File: config.mk
export PLATFORM = sky130hd
export DESIGN_NAME = pulse_stretcher
export DESIGN_NICKNAME = d
export VERILOG_FILES = /design/src/rtl/pulse_pkg.sv /design/src/rtl/pulse_down_counter.sv /design/src/rtl/pulse_stretcher.sv
export SDC_FILE = /design/constraint.sdc
export NUM_CORES = 1
export LEC_CHECK = 0
export BUFFER_PORTS_ARGS = -buffer_cell sky130_fd_sc_hd__buf_2
export CORE_AREA = 4 4 41 43
export CTS_CLUSTER_DIAMETER = 150
export CTS_CLUSTER_SIZE = 24
export DETAILED_ROUTE_END_ITERATION = 8
export DIE_AREA = 0 0 45 47
export PLACE_DENSITY = 0.58
export SLEW_MARGIN = 25
export SYNTH_ARGS = -nofsm -noshare
export SYNTH_HDL_FRONTEND = slang
export SYNTH_SLANG_ARGS = --single-unit
File: constraint.sdc
create_clock -name Clk -period 2.7 [get_ports Clk]
set_input_delay 0.135 -clock Clk [delete_from_list [all_inputs] [get_ports Clk]]
set_output_delay 0.135 -clock Clk [all_outputs]
set_load 0.02 [all_outputs]
File: src/rtl/pulse_pkg.sv
// Shared definitions for the pulse stretcher: FSM state encoding,
// default timing constants and the counter sizing helper.
package pulse_pkg;

  typedef enum logic [1:0] {
    IDLE    = 2'b00,
    STRETCH = 2'b01,
    HOLDOFF = 2'b10
  } stateT;

  localparam int DEFAULT_STRETCH_CYCLES = 4;
  localparam int DEFAULT_GAP_CYCLES     = 2;

  // One counter serves both phases, so it must hold the larger of the two loads.
  function automatic int counterWidth(input int stretchCycles, input int gapCycles);
    int maxCycles;
    maxCycles = (stretchCycles > gapCycles) ? stretchCycles : gapCycles;
    return $clog2(maxCycles + 1);
  endfunction

endpackage

File: src/rtl/pulse_down_counter.sv
// Loadable down-counter that saturates at zero and flags the terminal value.
module pulse_down_counter #(
  parameter int WIDTH = 3
) (
  input  logic             Clk,
  input  logic             Reset,
  input  logic             load,
  input  logic [WIDTH-1:0] loadValue,
  output logic             isZero
);

  logic [WIDTH-1:0] count;

  // A load wins over counting; once at zero the count holds there.
  always_ff @(posedge Clk or negedge Reset) begin
    if (!Reset) begin
      count <= '0;
    end else if (load) begin
      count <= loadValue;
    end else if (count != '0) begin
      count <= count - WIDTH'(1);
    end
  end

  assign isZero = (count == '0);

endmodule

File: src/rtl/pulse_stretcher.sv
// Stretches single-cycle event pulses into fixed-width highs separated by a
// guaranteed low gap, with a one-deep queue and a sticky overrun flag.
module pulse_stretcher
  import pulse_pkg::*;
#(
  parameter int STRETCH_CYCLES = DEFAULT_STRETCH_CYCLES,
  parameter int GAP_CYCLES     = DEFAULT_GAP_CYCLES,
  parameter int RETRIGGER      = 0
) (
  input  logic Clk,
  input  logic Reset,
  input  logic DataIn,
  input  logic ClearOverrun,
  output logic DataOut,
  output logic Busy,
  output logic Overrun
);

  localparam int CNT_W = counterWidth(STRETCH_CYCLES, GAP_CYCLES);
  localparam logic [CNT_W-1:0] STRETCH_LOAD = CNT_W'(STRETCH_CYCLES - 1);
  localparam logic [CNT_W-1:0] GAP_LOAD     = CNT_W'(GAP_CYCLES - 1);
  localparam logic             RETRIG_ON    = (RETRIGGER != 0);

  generate
    if (STRETCH_CYCLES < 1) begin : gBadStretch
      $error("pulse_stretcher: STRETCH_CYCLES must be at least 1");
    end
    if (GAP_CYCLES < 1) begin : gBadGap
      $error("pulse_stretcher: GAP_CYCLES must be at least 1");
    end
  endgenerate

  stateT            state;
  stateT            nextState;
  logic             pending;
  logic             nextPending;
  logic             overrunSet;
  logic             cntLoad;
  logic [CNT_W-1:0] cntLoadValue;
  logic             cntZero;

  pulse_down_counter #(
    .WIDTH (CNT_W)
  ) uCounter (
    .Clk       (Clk),
    .Reset     (Reset),
    .load      (cntLoad),
    .loadValue (cntLoadValue),
    .isZero    (cntZero)
  );

  always_comb begin
    nextState    = state;
    nextPending  = pending;
    overrunSet   = 1'b0;
    cntLoad      = 1'b0;
    cntLoadValue = STRETCH_LOAD;
    case (state)
      IDLE: begin
        if (DataIn) begin
          nextState = STRETCH;
          cntLoad   = 1'b1;
        end
      end
      STRETCH: begin
        if (DataIn && RETRIG_ON) begin
          cntLoad = 1'b1;
        end else begin
          if (DataIn) begin
            if (pending) overrunSet  = 1'b1;
            else         nextPending = 1'b1;
          end
          if (cntZero) begin
            nextState    = HOLDOFF;
            cntLoad      = 1'b1;
            cntLoadValue = GAP_LOAD;
          end
        end
      end
      HOLDOFF: begin
        if (cntZero) begin
          // A fresh event arriving as the queued one is launched takes its queue slot.
          if (pending || DataIn) begin
            nextState   = STRETCH;
            cntLoad     = 1'b1;
            nextPending = pending && DataIn;
          end else begin
            nextState = IDLE;
          end
        end else if (DataIn) begin
          if (pending) overrunSet  = 1'b1;
          else         nextPending = 1'b1;
        end
      end
      default: begin
        nextState   = IDLE;
        nextPending = 1'b0;
      end
    endcase
  end

  // Outputs are decoded from the next state so they are true registers.
  always_ff @(posedge Clk or negedge Reset) begin
    if (!Reset) begin
      state   <= IDLE;
      pending <= 1'b0;
      DataOut <= 1'b0;
      Busy    <= 1'b0;
      Overrun <= 1'b0;
    end else begin
      state   <= nextState;
      pending <= nextPending;
      DataOut <= (nextState == STRETCH);
      Busy    <= (nextState != IDLE);
      Overrun <= overrunSet || (Overrun && !ClearOverrun);
    end
  end

endmodule

After elaboration in Yosys (flattened, before gate mapping)
Cells that the tools add are included.
{ "word_totals": {"ff_bits": 9, "latch_bits": 0, "ramBits": 0, "romBits": 0, "in_bits": 4, "out_inout_bits": 3, "word_cells": 45, "n_memories": 0} }
{ "op_classes": {"add_sub_neg": 1, "mul": 0, "div": 0, "magnitude_cmp": 0, "eq_ne": 4, "n_shift": 0, "muxes": 22, "bitwise_logic": 1, "reduce_logical": 11} }
{ "ops": {"columns": ["cell", "count"], "rows": [
  ["$mux 1", 11],
  ["$mux 2", 5],
  ["$mux 3", 2],
  ["$pmux 1 s3", 2],
  ["$pmux 2 s3", 1],
  ["$eq 2x1->1 const B", 2],
  ["$reduce_bool 2->1", 2],
  ["$logic_not 3->1", 1],
  ["$ne 3x3->1 const B", 1],
  ["$reduce_bool 3->1", 1],
  ["$sub 3x1->3 const B", 1],
  ["$eq 2x2->1 const B", 1],
  ["$logic_and 1x1->1", 2],
  ["$logic_not 2->1", 1],
  ["$logic_or 1x1->1", 2],
  ["$pmux 1 s2", 1],
  ["$reduce_and 2->1", 1],
  ["$logic_not 1->1", 1],
  ["$not 1->1", 1]
]} }

Longest topological paths before layout
Gate-level depths: netlist of the first run.
{ "depth": {"word_depth": 5, "mapped_depth": 6, "depth_no_buf": 6} }

Modules after synthesis
From an unflattened synthesis of the first run, not the netlist that was laid out.
{ "unflattened": {"cells_unflattened": 64, "hier_area_um2": 608.1} }
{ "by_module_without_submodules": {"columns": ["module", "n_inst", "cells_each", "area_each_um2", "seq_area_each_um2"], "rows": [
  ["pulse_stretcher", 1, 43, 407.9, 150.1],
  ["pulse_down_counter", 1, 21, 200.2, 75.1]
]} }

Worst setup path before layout of the first run
No wires, ideal clock.
{ "synth_path": {"path_kind": "reg2reg", "startpoint": "register uCounter.count[0]", "endpoint": "register DataOut", "setup_time_ns": 0.127, "arrival_ns": 1.208, "t_required_ns": 2.573, "slack_ns": 1.364, "path_stages_with_launch": 7, "path_buffers": 0, "synth_period_minus_slack_ns": 1.336, "cell_sequence": "dfrtp_1 > inv_1 > ha_1 > and2b_4 > a21oi_2 > a21o_1 > nor3b_2"} }
{ "synth_via": {"elab_chain_len": 4, "word_cells_on_any_way": 5, "cone_classes": "1 x eq/ne; 3 x mux; 1 x reduce/logical"} }
{ "synth_lines": {"columns": ["element", "line_no", "source"], "rows": [
  ["start: declaration", "pulse_down_counter.sv:12", "logic [WIDTH-1:0] count;"],
  ["start signal: assignment", "pulse_down_counter.sv:19", "count <= loadValue;"],
  ["start signal: assignment", "pulse_down_counter.sv:21", "count <= count - WIDTH'(1);"],
  ["$logic_not 3->1 (*)", "pulse_down_counter.sv:25", "assign isZero = (count == '0);"],
  ["$mux 2, on equally long branches", "pulse_stretcher.sv:81, pulse_stretcher.sv:73", null],
  ["$pmux 2 s3 (*)", "pulse_stretcher.sv:58", "case (state)"],
  ["$eq 2x1->1 (*)", "pulse_stretcher.sv:113", "DataOut <= (nextState == STRETCH);"],
  ["end signal: assignment", "pulse_stretcher.sv:113", null],
  ["end: declaration", "pulse_stretcher.sv:14", "output logic DataOut,"]
]} }
Every way passes the cells marked *; elsewhere a longest branch is shown, timed or not.
A chain may end at the register's enable or synchronous reset.

Worst setup path after layout of the first run
Ends and elaborated chain as after synthesis.

==> impl_summary.md, run 1 <==
Die
Measured along the x axis, the die boundary spans approximately 45 um. During I/O placement, the number of pins put on the boundary was 7. The die is around 47 um tall.

The total number of placement rows is 13. The core footprint is about 1300 um^2. The initial core utilization is 41.7%. The die covers around 2100 um^2.

Critical path
The sum of buffers and inverters on the critical path is 1. The critical-path maximum fanout is 5. The worst reg-to-reg setup slack is around 1300 ps. The type of element launching the critical path is a flop. The critical-path cell with the highest stage delay is dfrtp_1. The arrival time at the worst endpoint is 1580 ps. The peak per-stage delay on the critical path is around 360 ps. The required time of the worst setup path is approximately 2800 ps.

The cell type group with the largest total delay on the critical path is flip-flops. The worst setup path is captured at a flop. The critical path goes through inv_1, ha_1, and2b_4, a21oi_2, a21o_1, nor3b_2. The worst setup path is of the reg -> reg kind.

Timing
For the pin with the worst max-slew slack, the measured transition is about 260 ps. The fraction of the cycle the final worst path needs is ~53%. The max-slew violation count was 0.

The smallest clock period supported by the final layout is computed as roughly 1400 ps. The clock skew is between 5 and 6 ps. The post-route setup TNS is 0 ps.

The number of endpoints failing setup at the final stage is 0. The worst pin sits at a relative slew slack of 82.9%. The highest attainable clock frequency is between 600 and 700 MHz. Setup repair after global routing left no endpoint under its margin. The total count of hold-check failures in the final report was 0.

On the final layout, the worst hold slack is about 53 ps.

Flow run
Max-cap violations in this run came to 0.

Outcome
The run finished with clean final reports.

Clock tree
In this run the number of H-tree levels came out at 1. The number of clock sinks seen by CTS is 9. The post-cts resize count is 0. The clock latency on the worst-skew pair is roughly 260 ps. The TritonCTS clock tree is built.

The CTS buffer count is 3. The clock passes through at most 2 buffers. Clock-pin slew was measured on the worst setup and hold paths at approximately 60 ps. The library cell used as clock root buffer is clkbuf_4.

Route
The detail route stage leaves a number of antenna-violating nets equal to 0. The detailed router placed roughly 420 vias in this run. Dividing the detail-routed wire length by the instance count gives about 12 um.

The DRC violation count after routing is 0. The iteration count of the initial detailed-routing pass is 2. The via-per-instance ratio is a little over 5. The total routed wirelength is 963 um.

In this run, the number of DRC markers left after iteration 0 of detailed routing was 9.

Global route
The global-route wire length before repair is about 1600 um. The initial antenna violation count is 0. The number of global-route vias before repair came to 414. The total overflow left after global routing is 0. The total track usage is about 11%. Entering global routing, the biggest net connects 10 pins.

Yosys
For this run, the leading register cell type out of synthesis is dfrtp_1. The mapped cell area is between 500 and 600 um^2. The most frequent cell after synthesis is dfrtp_1. Sorting the synthesized cells by how often they occur yields dfrtp_1 (9), inv_1 (7), ha_1 (6). Summing the sequential cell areas from Yosys gives about 41% of the chip area. When the netlist entered floorplanning its net count stood at between 60 and 70. In this run the biggest area consumer among cell types represents between 40 and 50% of the synthesized area. After technology mapping, the gate count stands at 56.

The synthesized design spends more area on one cell type than any other, namely dfrtp_1. The fraction of synthesis flops using an asynchronous set or reset pin is 100%. The synthesized area per cell is between 9 and 10 um^2. The post-synthesis register bit count is 9. After synthesis, the cell types taking the most area are dfrtp_1 (41%), ha_1 (14%), inv_1 (4.8%), o211ai_1 (4.1%), a21oi_1 (3.7%). The unique cell type count in the Yosys netlist is 21. During synthesis, Yosys emitted a total of 0 warnings. The number of synthesized flops with an enable pin is 0.

Place
The post-placement cell area is around 590 um^2. The wire-length estimate of the detail-placed layout is a little under 800 um. The cell count after placement is 77. The count of input and output buffers is 6. The global placement routability congestion is between 0.7 and 0.8.

Power and ir drop
The leakage power is just over 0.3 nW. IR analysis of the VDD net gives a maximum drop of around 0.59 mV. The power density of the placed cells is 1260 nW/um^2.

Final layout
The fill cell total of the finished layout is between 100 and 150. Once layout is complete, the utilization of the core stands at 48.3%. Compared with the post-synthesis result, the final layout area differs by 15.7%. Summing all flip-flop and latch instances after layout gives ~230 um^2. The multi-input combinational cells in the finished layout cover a total of roughly 300 um^2.

The number of nets in the layout is a little under 80. Of the cells placed in the final design, the portion with a size suffix greater than 1 is approximately a quarter. The repair_antennas step left the layout with diodes totalling 0.

Leaving out filler cells and counting taps, the final layout contains 82. The design area is around 630 um^2.

Worst hold path
The path class of the lowest-slack min-delay path is in -> reg.
## layer usage
layer	global-route usage [%]	share of wire, %	up-vias
met5	0	0	-
met4	10.5	3.5	0
met3	2.30	2.4	5
met2	18.4	48	6
met1	12.4	46	199
li1	-	-	213
## path summary, 6_finish.rpt
| check | start | to | depth (start not counted) |
|---|---|---|---|
| hold reg to reg | Overrun | Overrun | 2 |
| min in group asynchronous | Reset | uCounter.count[0] | 2 |
| hold / removal | ClearOverrun | Overrun | 2 |
| max in group asynchronous | Reset | Busy | 2 |
| setup reg to reg | uCounter.count[0] | DataOut | 6 |
| setup / recovery | uCounter.count[0] | DataOut | 6 |
## what timing repair did
item	4_1_cts	5_1_grt
setup buffers	0	0
hold endpoints to repair	9	0
hold buffers	1	0
## power breakdown
part           switching (mW)  leakage, nW  internal [mW]
sequential             0.0412        0.111          0.202
clock                  0.0476       0.0150         0.0570
combinational           0.257        0.179          0.188
## state kept, by name, summed over array words and instances (netlist names)
signal / count
pending: 1
state: 2
Overrun: 1
Busy: 1
uCounter.count: 3
DataOut: 1
## cell families (layout without fill, tap and decap cells)
family                   Yosys count  after routing  synth area share (%)
buffers and inverters              7             18                  4.84
AND/OR/NAND/NOR                   15             15                  16.6
adder cells (fa/ha/maj)            6              6                  13.8
AO/OA/AOI/OAI                     18             18                  21.2
multiplexers                       1              1                  2.07
flip-flops                         9              9                  41.5
## through the flow
stage               power, mW  setup WS, ps
floorplan               0.589          1360
global placement        0.687          1290
finish                  0.793          1260
detailed placement      0.691          1280
CTS                     0.800          1260
global route            0.869          1150
## cell type report
type	instances	share of cell area (%)
Multi-Input combinational cell	40	46.4
Sequential cell	9	35.9
Timing Repair Buffer	7	6.37
Clock buffer	4	4.18
Inverter	7	4.18
Tap cell	15	2.99
## cells in the final DEF (no fill, tap or decap)
cell type      Yosys  final
buf_2              0      6
nand2b_1           2      2
nor3b_2            1      1
nor2_1             4      4
dfrtp_1            9      9
mux2_2             1      1
a21oi_1            4      4
ha_1               6      6
nand2_1            4      4
a21oi_2            2      2
o211ai_1           3      3
a21o_1             1      1
o21ai_1            1      1
o22ai_1            1      1
nand2b_4           1      1
dlygate4sd3_1      0      1
nand3_1            1      1
a21boi_1           1      1
o21ai_0            4      4
and2b_4            1      1
and2_1             1      1
clkbuf_4           0      3
clkbuf_1           0      1
o21ai_2            1      1
inv_1              7      7
## worst register-to-register path: cells and delay by family, from the launching register on
family	cells	cell delay, ps
buffers and inverters	1	100
DFF	1	360
adders and majority gates	1	250
and+or+nand+nor	2	360
AOI/OAI and AO/OA	2	240
No activity file was read; power rests on OpenSTA's default activity.
==> run 2: changes to the inputs <==
--- a/config.mk
+++ b/config.mk
@@ -5,13 +5,14 @@
 export SDC_FILE = /design/constraint.sdc
 export NUM_CORES = 1
 export LEC_CHECK = 0
+export ABC_AREA = 1
 export BUFFER_PORTS_ARGS = -buffer_cell sky130_fd_sc_hd__buf_2
 export CORE_AREA = 4 4 41 43
 export CTS_CLUSTER_DIAMETER = 150
 export CTS_CLUSTER_SIZE = 24
 export DETAILED_ROUTE_END_ITERATION = 8
 export DIE_AREA = 0 0 45 47
-export PLACE_DENSITY = 0.58
+export PLACE_DENSITY = 0.59
 export SLEW_MARGIN = 25
 export SYNTH_ARGS = -nofsm -noshare
 export SYNTH_HDL_FRONTEND = slang
==> constraint.sdc (replaced) <==
create_clock -name Clk -period 1.4 [get_ports Clk]
set_input_delay 0.07 -clock Clk [delete_from_list [all_inputs] [get_ports Clk]]
set_output_delay 0.07 -clock Clk [all_outputs]
set_load 0.02 [all_outputs]
==> run 2 against run 1 <==
Compared with the run above:
- clock skew decreased by 2.5 ps
- count of clock-buffer cells in the layout stayed put
- non-clock buffer count rose by 3
- synthesized cell count up 27%
==> impl_summary.md, run 2 <==
Critical path
The critical path class is reg -> reg. The launch point of the critical path is uCounter.count[0]. The worst setup path is launched from a flop.

In this run the critical register-to-register path is captured at DataOut. The destination of the critical timing path is DataOut. The depth of the worst register-to-register path came to 9 (+3). The slowest stage of the critical path is the dfrtp_1 cell.

The required time of the worst setup path came to 1580 ps (-1260 ps). STA classifies the critical path endpoint as a flop. The worst reg-to-reg setup slack came to 40 ps (-1220 ps).

The peak per-stage delay on the critical path is 390 ps (+30 ps). Traced cell by cell, the critical path runs through inv_2, ha_4, inv_2, nor2_4, nand3_2, and2_4, nand2_2, nand2_2, nor2_2. The critical-path maximum fanout was 5 (unchanged). The arrival time at the worst endpoint came to 1540 ps (-40 ps). The worst reg2reg path startpoint is uCounter.count[0].

Route
The via-per-instance ratio is 4.57 (-11%). The count of vias placed by the detailed router came to 457 (+8.0%). The iteration count of the initial detailed-routing pass is 4 (+2).

The DRC violation count after routing was 0 (unchanged). The DRC marker count from the first detailed-route iteration came to 6 (-3). The number of nets still failing antenna checks after routing is 0 (unchanged).

The total routed wirelength is 1040 um (+7.9%). The detailed-route wire length per cell is 10.4 um (-12%).

Timing
The max-slew violation count is 0 (unchanged). The number of endpoints failing setup at the final stage is 0 (unchanged). Setup repair after global routing could not meet its margin everywhere. The total count of hold-check failures in the final report is 0 (unchanged).

The time the final worst path needs with I/O delays and setup came to 1360 ps (-77.9 ps). The highest attainable clock frequency came to 735 MHz (+5.7%). The worst-case hold slack came to 10.9 ps (-41.7 ps). The fraction of the cycle the final worst path needs was 97.2% (+44 points). The worst relative slew slack is 85.9% (+3.0 points). The slew of the pin with the lowest slew margin was 210 ps (-45.9 ps).

The clock skew was 2.65 ps (-2.51 ps).

Yosys
The mapped cell area is 562 um^2 (+3.5%). The number of synthesized flops with an enable pin is 0 (unchanged). By area the synthesized netlist is led by dfrtp_1 (40%), ha_1 (13%), inv_1 (11%), nand2_1 (11%), nand3_1 (4.5%).

In the synthesized netlist, the cells that appear most often are inv_1 (17), nand2_1 (17), dfrtp_1 (9), ha_1 (6), nand3_1 (5). The post-synthesis instance total came to 71 (+27%). The net count of the mapped netlist is 81 (+23%).

The synthesized area per cell is 7.91 um^2 (-18%). The fraction of synthesized cell area taken by the top area cell type is 40.1% (-1.4 points). The sequential-to-total area share from yosys stat is 40.1% (-1.4 points).

The unique cell type count in the Yosys netlist is 18 (-14%). The total number of yosys warnings is 0 (unchanged). The post-synthesis cell type with the largest combined area is dfrtp_1. The post-synthesis register bit count came to 9 (unchanged). The top flip-flop cell by instance count after synthesis is dfrtp_1.

The fraction of synthesis flops using an asynchronous set or reset pin is 100% (unchanged).

Final layout
From synthesis to final layout, the design area changed by 26.7%. The number of nets in the layout came to 96 (+23%). The design area is 712 um^2 (+13%). The share of final-layout standard cells stronger than drive strength 1 is 34.1% (+10 points). The register with the highest flop count is uCounter.count. The library cells used most frequently in the layout, excluding fill and tap cells, are inv_1 (14), nand2_1 (14), dfrtp_1 (9). The diode insertion count for antenna repair is 0 (unchanged). The flip-flop count of the largest register, all copies and words added is 3 (unchanged). The largest registers in the layout are uCounter.count x3, state x2.

Clock tree
The clock latency on the worst-skew pair came to 250 ps (about the same). The clock transition at the register clock pins on the worst setup and hold paths after CTS is 60 ps (about the same). The CTS buffer count came to 3 (unchanged). The number of levels in the clock H-tree is 1 (unchanged). The library cell used as clock root buffer is clkbuf_4.

The number of clock sinks seen by CTS was 9 (unchanged). TritonCTS built the clock tree. The maximum root-to-sink buffer count is 2 (unchanged).

Place
The global placement routability congestion is 0.690 (-10%). The count of input and output buffers is 6 (unchanged). The half-perimeter wire length after detailed placement is 806 um (+4.8%). The post-placement cell area is 618 um^2 (+4.4%).

Die
The core footprint was 1300 um^2 (unchanged). The I/O pin count is 7 (unchanged). The initial core utilization was 43.2% (+1.4 points). The total number of placement rows was 13 (unchanged). The area enclosed by the die boundary is 2120 um^2 (unchanged). The chip width is 45 um (unchanged). The height of the chip is 47 um (unchanged).

Global route
The number of global-route vias before repair was 464 (+12%). The residual overflow from global routing was 0 (unchanged). The global-route wire length before repair is 1840 um (+13%). The initial antenna violation count is 0 (unchanged). The total track usage came to 12.2% (+0.88 points). The pin count of the biggest net entering global routing is 10 (unchanged).

Power and ir drop
The leakage power is 0.380 nW (+25%). The power density of the placed cells came to 2370 nW/um^2 (+88%). The maximum resistive drop on vdd is 1.03 mV (+75%).

Outcome
The run finished with clean final reports.

Worst hold path
The path class of the lowest-slack min-delay path is in -> reg.

Flow run
The number of max-cap violations is 0 (unchanged).
run 2: cell count changes after synthesis, sizes merged, moves of 3 or more:
| cell | delta |
|---|---|
| nand3 | +5 |
| nand2 | +14 |
| o211ai | -3 |
| inv | +10 |
| nand2b | -3 |
| a21oi | -5 |
run 2: cells by family after synthesis:
group	Yosys count	synth area share, %
xor gates and xnor gates	1	1.56
AOI/OAI and AO/OA	7	7.35
and+or+nand+nor	31	26.3
buffers and inverters	17	11.4
DFF	9	40.1
adders and majority gates	6	13.4
run 2: cell type report:
type                    instances  area [um^2]
inverters                      17         63.8
multi-input cells              45          315
fillers                       131          589
flip-flops and latches          9          225
clock buffers                   4         26.3
repair buffers                 10         62.6
well taps                      15         18.8
run 2: through the flow:
stage / instances / TNS [ps] / utilization [%] / worst slack (ps) / total power, mW
after floorplan: 71 / 0 / - / 129 / 1.11
after global placement: 93 / 0 / 47.5 / 2.08 / 1.30
after detailed placement: 93 / -59.5 / 47.5 / -38.4 / 1.31
after CTS: 99 / 0 / 51.1 / 6.78 / 1.55
after global routing: 100 / -97.8 / 54.7 / -60.2 / 1.89
final: 100 / 0 / 54.7 / 38.9 / 1.69
run 2: how the worst min path moves through the flow:
stage / from / to / slack (ps) / cells past startpoint
6_report: ClearOverrun / Overrun / 10 / 2
3_5_place_dp: Reset / Overrun / -70 / 1
4_1_cts: ClearOverrun / Overrun / 4 / 2
2_1_floorplan: Reset / Busy / -230 / 0
3_3_place_gp: Reset / pending / -80 / 1
5_1_grt: ClearOverrun / Overrun / 9 / 2
run 2: critical path, delay by kind of cell, from the launching register on:
kind,cells,cell delay (ps)
adders and majority gates,1,130
buffers and inverters,2,130
DFF,1,390
and+or+nand+nor,6,640
run 2: repair_timing:
action | CTS | global route
pin swaps | 1 | 5
hold buffers | 1 | 0
endpoints found under the hold margin | 9 | 0
gates resized for setup | 2 | 14
setup endpoints to repair | 3 | 6
setup buffers | 1 | 1
run 2: per-layer routing:
metal | global-route usage (%) | part of all wire [%] | vias up
li1 | - | - | 244
met4 | 7.02 | 0.77 | 0
met5 | 0 | 0 | -
met3 | 3.07 | 2.8 | 2
met1 | 14.1 | 48 | 208
met2 | 20.6 | 48 | 3
run 2: where the power goes:
group,internal [mW],switching [mW]
Clock,0.109,0.0756
Sequential,0.380,0.0776
Combinational,0.432,0.616
Total,0.921,0.769
